**config.mk**
```make
export PLATFORM = sky130hd
export DESIGN_NAME = opnd_fetch
export DESIGN_NICKNAME = d
export VERILOG_FILES = /design/src/rtl/opf_pkg.sv /design/src/rtl/opf_scoreboard.sv /design/src/rtl/opnd_fetch.sv
export SDC_FILE = /design/constraint.sdc
export NUM_CORES = 1
export LEC_CHECK = 0
export CAP_MARGIN = 40
export CELL_PAD_IN_SITES_DETAIL_PLACEMENT = 0
export CELL_PAD_IN_SITES_GLOBAL_PLACEMENT = 1
export CORE_AREA = 2 2 80 139
export CTS_BUF_LIST = sky130_fd_sc_hd__clkbuf_16
export DETAILED_ROUTE_END_ITERATION = 10
export DIE_AREA = 0 0 82 141
export MAX_ROUTING_LAYER = met4
export PLACE_DENSITY = 0.95
export SYNTH_ARGS = -nofsm -noshare
export SYNTH_HDL_FRONTEND = slang
export SYNTH_SLANG_ARGS = --single-unit
```
**constraint.sdc**
```tcl
create_clock -name clk -period 7.05 [get_ports clk]
set_input_delay 1.41 -clock clk [delete_from_list [all_inputs] [get_ports clk]]
set_output_delay 1.41 -clock clk [all_outputs]
set_load 0.005 [all_outputs]
```
**src/rtl/opf_pkg.sv**
```systemverilog
// Shared widths, operand-state and instruction types for the operand-fetch stage.
// The structs are sized from the package defaults below.
package opf_pkg;

    localparam int unsigned OpfDataW = 16;
    localparam int unsigned OpfSelW  = 3;
    localparam int unsigned OpfCtrlW = 8;

    typedef struct packed {
        logic [OpfDataW-1:0] data;
        logic                fresh;
    } opnd_state_t;

    typedef struct packed {
        logic [OpfSelW-1:0]  src_a;
        logic [OpfSelW-1:0]  src_b;
        logic                use_a;
        logic                use_b;
        logic [OpfSelW-1:0]  dst;
        logic                wr;
        logic [OpfCtrlW-1:0] ctrl;
    } in_instr_t;

    typedef struct packed {
        logic [OpfDataW-1:0] a;
        logic [OpfDataW-1:0] b;
        logic [OpfSelW-1:0]  dst;
        logic                wr;
        logic [OpfCtrlW-1:0] ctrl;
    } out_instr_t;

    function automatic logic sel_hit(input logic en, input logic [OpfSelW-1:0] sel_a,
                                     input logic [OpfSelW-1:0] sel_b);
        return en && (sel_a == sel_b);
    endfunction

    // Operand holding register update. A writeback landing on the accept edge
    // means the register file sample is stale, so wb data is captured instead.
    function automatic opnd_state_t opnd_next(input opnd_state_t cur,
                                              input logic accept,
                                              input logic held,
                                              input logic acc_hit,
                                              input logic wb_hit,
                                              input logic [OpfDataW-1:0] port,
                                              input logic [OpfDataW-1:0] wb_data);
        opnd_state_t nxt;
        nxt = cur;
        if (accept) begin
            if (acc_hit) begin
                nxt.data  = wb_data;
                nxt.fresh = 1'b0;
            end else begin
                nxt.fresh = 1'b1;
            end
        end else if (held) begin
            if (wb_hit) begin
                nxt.data  = wb_data;
                nxt.fresh = 1'b0;
            end else if (cur.fresh) begin
                nxt.data  = port;
                nxt.fresh = 1'b0;
            end
        end
        return nxt;
    endfunction

endpackage

```
**src/rtl/opf_scoreboard.sv**
```systemverilog
// Pending-write scoreboard: one bit per register, set on issue to execute,
// cleared on writeback, set wins on a same-edge collision. Answers RAW/WAW queries.
module opf_scoreboard #(
    parameter int unsigned SEL_W = 3
) (
    input  logic             clk,
    input  logic             reset,
    input  logic             set_en_i,
    input  logic [SEL_W-1:0] set_sel_i,
    input  logic             clr_en_i,
    input  logic [SEL_W-1:0] clr_sel_i,
    input  logic [SEL_W-1:0] src_a_i,
    input  logic             use_a_i,
    input  logic             byp_a_i,
    input  logic [SEL_W-1:0] src_b_i,
    input  logic             use_b_i,
    input  logic             byp_b_i,
    input  logic [SEL_W-1:0] dst_i,
    input  logic             wr_i,
    output logic             raw_o,
    output logic             waw_o
);

    localparam int unsigned NumRegs = 2 ** SEL_W;

    logic [NumRegs-1:0] pending_q, pending_d;

    always_comb begin
        pending_d = pending_q;
        if (clr_en_i) begin
            pending_d[clr_sel_i] = 1'b0;
        end
        if (set_en_i) begin
            pending_d[set_sel_i] = 1'b1;
        end
    end

    always_ff @(posedge clk) begin
        if (reset) begin
            pending_q <= '0;
        end else begin
            pending_q <= pending_d;
        end
    end

    // A bypassed source is satisfied this cycle even though its bit is still set.
    assign raw_o = (use_a_i && pending_q[src_a_i] && !byp_a_i) ||
                   (use_b_i && pending_q[src_b_i] && !byp_b_i);
    assign waw_o = wr_i && pending_q[dst_i];

endmodule

```
**src/rtl/opnd_fetch.sv**
```systemverilog
// Operand-fetch stage: one-entry holding stage with writeback snooping and hazard stall.
// Define OPF_BYPASS_EN to forward writeback data combinationally onto out_a_o/out_b_o.
module opnd_fetch
    import opf_pkg::*;
#(
    parameter int unsigned DATA_W = OpfDataW,
    parameter int unsigned SEL_W  = OpfSelW,
    parameter int unsigned CTRL_W = OpfCtrlW
) (
    input  logic              clk,
    input  logic              reset,
    input  logic              in_valid_i,
    output logic              in_ready_o,
    input  logic [SEL_W-1:0]  in_src_a_i,
    input  logic [SEL_W-1:0]  in_src_b_i,
    input  logic              in_use_a_i,
    input  logic              in_use_b_i,
    input  logic [SEL_W-1:0]  in_dst_i,
    input  logic              in_wr_i,
    input  logic [CTRL_W-1:0] in_ctrl_i,
    output logic [SEL_W-1:0]  rd_a_sel_o,
    output logic [SEL_W-1:0]  rd_b_sel_o,
    input  logic [DATA_W-1:0] rd_a_port_i,
    input  logic [DATA_W-1:0] rd_b_port_i,
    input  logic              wb_wr_en_i,
    input  logic [SEL_W-1:0]  wb_wr_sel_i,
    input  logic [DATA_W-1:0] wb_data_i,
    output logic              out_valid_o,
    input  logic              out_ready_i,
    output logic [DATA_W-1:0] out_a_o,
    output logic [DATA_W-1:0] out_b_o,
    output logic [SEL_W-1:0]  out_dst_o,
    output logic              out_wr_o,
    output logic [CTRL_W-1:0] out_ctrl_o
);

    in_instr_t   s1_q, s1_d;
    logic        s1_valid_q, s1_valid_d;
    opnd_state_t opa_q, opa_d, opb_q, opb_d;

    logic              accept, out_fire, out_valid, in_ready;
    logic              raw, waw, hazard;
    logic              wb_hit_a, wb_hit_b, acc_hit_a, acc_hit_b;
    logic              byp_a, byp_b;
    logic [DATA_W-1:0] opa_val, opb_val;
    out_instr_t        out_w;

    // The register file samples the selects every cycle; only the accept-edge sample is used.
    assign rd_a_sel_o = in_src_a_i;
    assign rd_b_sel_o = in_src_b_i;

    assign wb_hit_a  = sel_hit(wb_wr_en_i, wb_wr_sel_i, s1_q.src_a);
    assign wb_hit_b  = sel_hit(wb_wr_en_i, wb_wr_sel_i, s1_q.src_b);
    assign acc_hit_a = sel_hit(wb_wr_en_i, wb_wr_sel_i, in_src_a_i);
    assign acc_hit_b = sel_hit(wb_wr_en_i, wb_wr_sel_i, in_src_b_i);

`ifdef OPF_BYPASS_EN
    assign byp_a = s1_valid_q && wb_hit_a;
    assign byp_b = s1_valid_q && wb_hit_b;
`else
    assign byp_a = 1'b0;
    assign byp_b = 1'b0;
`endif

    always_comb begin
        opa_val = opa_q.fresh ? rd_a_port_i : opa_q.data;
        opb_val = opb_q.fresh ? rd_b_port_i : opb_q.data;
        if (byp_a) begin
            opa_val = wb_data_i;
        end
        if (byp_b) begin
            opb_val = wb_data_i;
        end
    end

    opf_scoreboard #(
        .SEL_W (SEL_W)
    ) u_sb (
        .clk       (clk),
        .reset     (reset),
        .set_en_i  (out_fire && s1_q.wr),
        .set_sel_i (s1_q.dst),
        .clr_en_i  (wb_wr_en_i),
        .clr_sel_i (wb_wr_sel_i),
        .src_a_i   (s1_q.src_a),
        .use_a_i   (s1_q.use_a),
        .byp_a_i   (byp_a),
        .src_b_i   (s1_q.src_b),
        .use_b_i   (s1_q.use_b),
        .byp_b_i   (byp_b),
        .dst_i     (s1_q.dst),
        .wr_i      (s1_q.wr),
        .raw_o     (raw),
        .waw_o     (waw)
    );

    assign hazard    = raw || waw;
    assign out_valid = s1_valid_q && !hazard;
    assign out_fire  = out_valid && out_ready_i;
    assign in_ready  = !s1_valid_q || out_fire;
    assign accept    = in_valid_i && in_ready;

    always_comb begin
        s1_valid_d = s1_valid_q;
        s1_d       = s1_q;
        if (accept) begin
            s1_valid_d = 1'b1;
            s1_d.src_a = in_src_a_i;
            s1_d.src_b = in_src_b_i;
            s1_d.use_a = in_use_a_i;
            s1_d.use_b = in_use_b_i;
            s1_d.dst   = in_dst_i;
            s1_d.wr    = in_wr_i;
            s1_d.ctrl  = in_ctrl_i;
        end else if (out_fire) begin
            s1_valid_d = 1'b0;
        end
        opa_d = opnd_next(opa_q, accept, s1_valid_q, acc_hit_a, wb_hit_a, rd_a_port_i, wb_data_i);
        opb_d = opnd_next(opb_q, accept, s1_valid_q, acc_hit_b, wb_hit_b, rd_b_port_i, wb_data_i);
    end

    always_ff @(posedge clk) begin
        if (reset) begin
            s1_valid_q <= 1'b0;
            s1_q       <= '0;
            opa_q      <= '0;
            opb_q      <= '0;
        end else begin
            s1_valid_q <= s1_valid_d;
            s1_q       <= s1_d;
            opa_q      <= opa_d;
            opb_q      <= opb_d;
        end
    end

    always_comb begin
        out_w.a    = opa_val;
        out_w.b    = opb_val;
        out_w.dst  = s1_q.dst;
        out_w.wr   = s1_q.wr;
        out_w.ctrl = s1_q.ctrl;
    end

    assign in_ready_o  = in_ready;
    assign out_valid_o = out_valid;
    assign out_a_o     = out_w.a;
    assign out_b_o     = out_w.b;
    assign out_dst_o   = out_w.dst;
    assign out_wr_o    = out_w.wr;
    assign out_ctrl_o  = out_w.ctrl;

endmodule
```
==> results by group <==
Status
  • Status: completed

Pwr
  • Pwr Density: 208.3 nW/um^2
  • Highest ir drop seen on vdd: 114.3 uV
  • P_leak: 2.084 nW
  • Total chip power: 1.086 mW

Critical path
  • Crit path largest cell delay: 610 ps
  • Worst path required time: 5640 ps
  • CP Depth: 4
  • Startpoint Class: primary input
  • Crit path arrival time: 3060 ps
  • Reg2reg path depth: 6
  • Setup Crit Path Kind: primary input to output pin
  • Crit. End Element: output pin
  • Critical-path maximum fanout: 4
  • CP max stage cell: clkdlybuf4s50_1
  • CP bufs+invs: 3
  • Cell family with most CP delay: buffers and inverters
  • Most Frequent Cell on Critical Path: clkdlybuf4s50_1
  • Cell Chain, Critical Path: clkdlybuf4s50_1 -> inv_1 -> o31ai_1 -> clkdlybuf4s50_1

Place
  • Port bufs: 127
  • Placed inst area: 4936 um^2
  • Dpl hpwl: 8472 um
  • Global placement routability congestion: 0.8502
  • Placed Cells: 588

Layout
  • Layout Cells excl Fill: 603
  • Commonest non-fill, non-tap cell in the layout: clkdlybuf4s50_1
  • Most frequent cells in the layout: 127 x clkdlybuf4s50_1, 63 x dfxtp_1, 52 x mux2i_1
  • FF/Latch Area: 1261 um^2
  • Final nets: 545
  • Final core occ: 0.4961
  • Final Instance Area: 5214 um^2
  • Area growth from synthesis to layout: 37.48%
  • # fillers: 972
  • N_diodes: 0
  • Multi-input logic area: 2203 um^2
  • Share of cells above drive strength 1: 0.1839

Routing
  • Post-route met1 wirelength: 4251 um
  • # DRC: 0
  • Max layer used: met4
  • Vias per inst: 5.436
  • Metal3 WL: 656 um
  • DR pass1 iterations: 4
  • Routed WL: 11230 um
  • Metal2 WL: 6125 um
  • Total number of vias: 3278
  • Post-DR wirelength/cell: 18.63 um
  • Routed Antenna Nets: 0
  • Detailed Route Iter0 Violations: 126

Synth
  • Number of synthesized flops with an enable pin: 0
  • Post-synthesis async set-or-reset flop share: 0
  • Synth Flop Type: dfxtp_1
  • Cell Area, Synth: 3792 um^2
  • #FFs+latches synth: 63
  • Yosys Warn Count: 0
  • Gate Count Post-Synth: 371
  • Yosys cell types: 44
  • Avg Inst Size Synth: 10.22 um^2
  • Syn_nets: 447
  • Post-synthesis sequential area ratio: 0.3326

Clock tree
  • Root Buffer: clkbuf_16
  • H-tree levels: 3
  • Number of setup buffers added after CTS: 0
  • Clock Sink Count: 63
  • CTS tree: yes
  • Clk Latency, worst-skew pair: 320 ps
  • CTS buffer count: 9
  • Clk buf depth: 2
  • Clk slew on worst S/H paths: 50 ps
  • # hold bufs at CTS: 0
  • PostCTS Resize Cnt: 0

Flow run
  • Max Cap Viol: 0

STA
  • Setup-failing EPs final: 0
  • TNS Setup: 0 ps
  • Slew @ Worst Pin: 873.9 ps
  • Max Fclk: 223.9 MHz
  • Final period utilization: 0.6335
  • Final Critical Period: 4466 ps
  • Slew margin rel.: 0.4166
  • Final hold viol count: 0
  • Final Max Tran Viols: 0
  • Worst Clk Skew: 4.695 ps
  • RSZ-0062 raised after global routing: false

GRT
  • GRT Util Overall: 0.1994
  • First-pass GRT wire length: 16950 um
  • Vias in the first global route: 3327
  • Remaining Overflow, GRT: 0
  • Antenna violations before repair: 0
  • Largest net degree at the start of global routing: 38

Die
  • Initial Util: 0.3608
  • Die ar.: 11560 um^2
  • Rows: 50
  • Top-level I/O count: 128
  • DIE WIDTH: 82 um
  • Die H: 141 um
  • Area of the core: 10510 um^2

Min path
  • Worst Hold Class: register to register
  • Hold Crit Depth: 2
-- power by group --
| part | switching, mW | total (mW) | internal, mW |
|---|---|---|---|
| combinational | 0.105 | 0.259 | 0.153 |
| clock | 0.154 | 0.421 | 0.267 |
| sequential | 0.0248 | 0.406 | 0.381 |
-- per-stage QoR --
step	setup slack [ps]	hold WS, ps
3_3_place_gp	2624	475.3
2_1_floorplan	3789	453.5
3_5_place_dp	2607	484.7
6_report	2584	494.4
4_1_cts	2596	500.8
5_1_grt	2502	521.4
-- synth_stat cells (all sizes together) (2+ instances only) --
cell type  number  area share
dfxtp          63        0.33
mux2i          52        0.14
mux2           36        0.11
a21oi          35       0.068
o31ai          34       0.067
buf            31       0.070
nor2           26       0.026
o21ai          15       0.032
clkbuf         12       0.014
xnor2          12       0.028
o22ai          10       0.020
nand2b          5      0.0082
or3             5       0.011
inv             4      0.0040
mux4            4       0.026
nand2           4      0.0040
nand4           3      0.0049
nor3b           3      0.0073
or2             3      0.0056
a31oi           2      0.0033
and4            2      0.0046
nand3b          2      0.0040
o311ai          2      0.0046
-- path summary, 6_finish.rpt --
| kind | start | to | slack [ps] |
|---|---|---|---|
| hold reg to reg | out_ctrl_o[5] | out_ctrl_o[5] | 490 |
| setup reg to reg | out_dst_o[1] | opb_q[1] | 3770 |
| hold / removal | out_ctrl_o[5] | out_ctrl_o[5] | 490 |
| setup / recovery | out_ready_i | in_ready_o | 2580 |
-- cell type report --
| class | instances | share of cell area |
|---|---|---|
| multi-input combinational | 261 | 0.4226 |
| inverter | 4 | 0.002880 |
| clock inverter | 6 | 0.01008 |
| timing repair buffer | 130 | 0.2481 |
| clock buffer | 9 | 0.04320 |
| tap | 130 | 0.03120 |
| sequential | 63 | 0.2419 |
-- registers in the layout (all words and copies together) (netlist names) --
name	count
opb_q	17
s1_valid_q	1
out_wr_o	1
out_ctrl_o	8
opa_q	17
s1_q	8
u_sb.pending_q	8
out_dst_o	3
-- metal layers --
metal  global-route usage  up-vias
met5                    -        -
li1                     -     1558
met2               0.3731      154
met3              0.03265       20
met4              0.06842        0
met1               0.2009     1546
-- logic make-up after synthesis --
kind of cell,Yosys count,share of synthesized area
simple gates,57,0.08215
xor+xnor,12,0.02771
compound gates,100,0.1996
buf+inv,47,0.08809
flops,63,0.3326
mux,92,0.2699
-- worst reg2reg max path, delay by kind of cell, from the launching register on --
kind,cells,cell delay (ps)
AND/OR/NAND/NOR,2,1100
AO/OA/AOI/OAI,3,890
multiplexers,1,620
flip-flops,1,510
(Power assumes the default switching activity.)
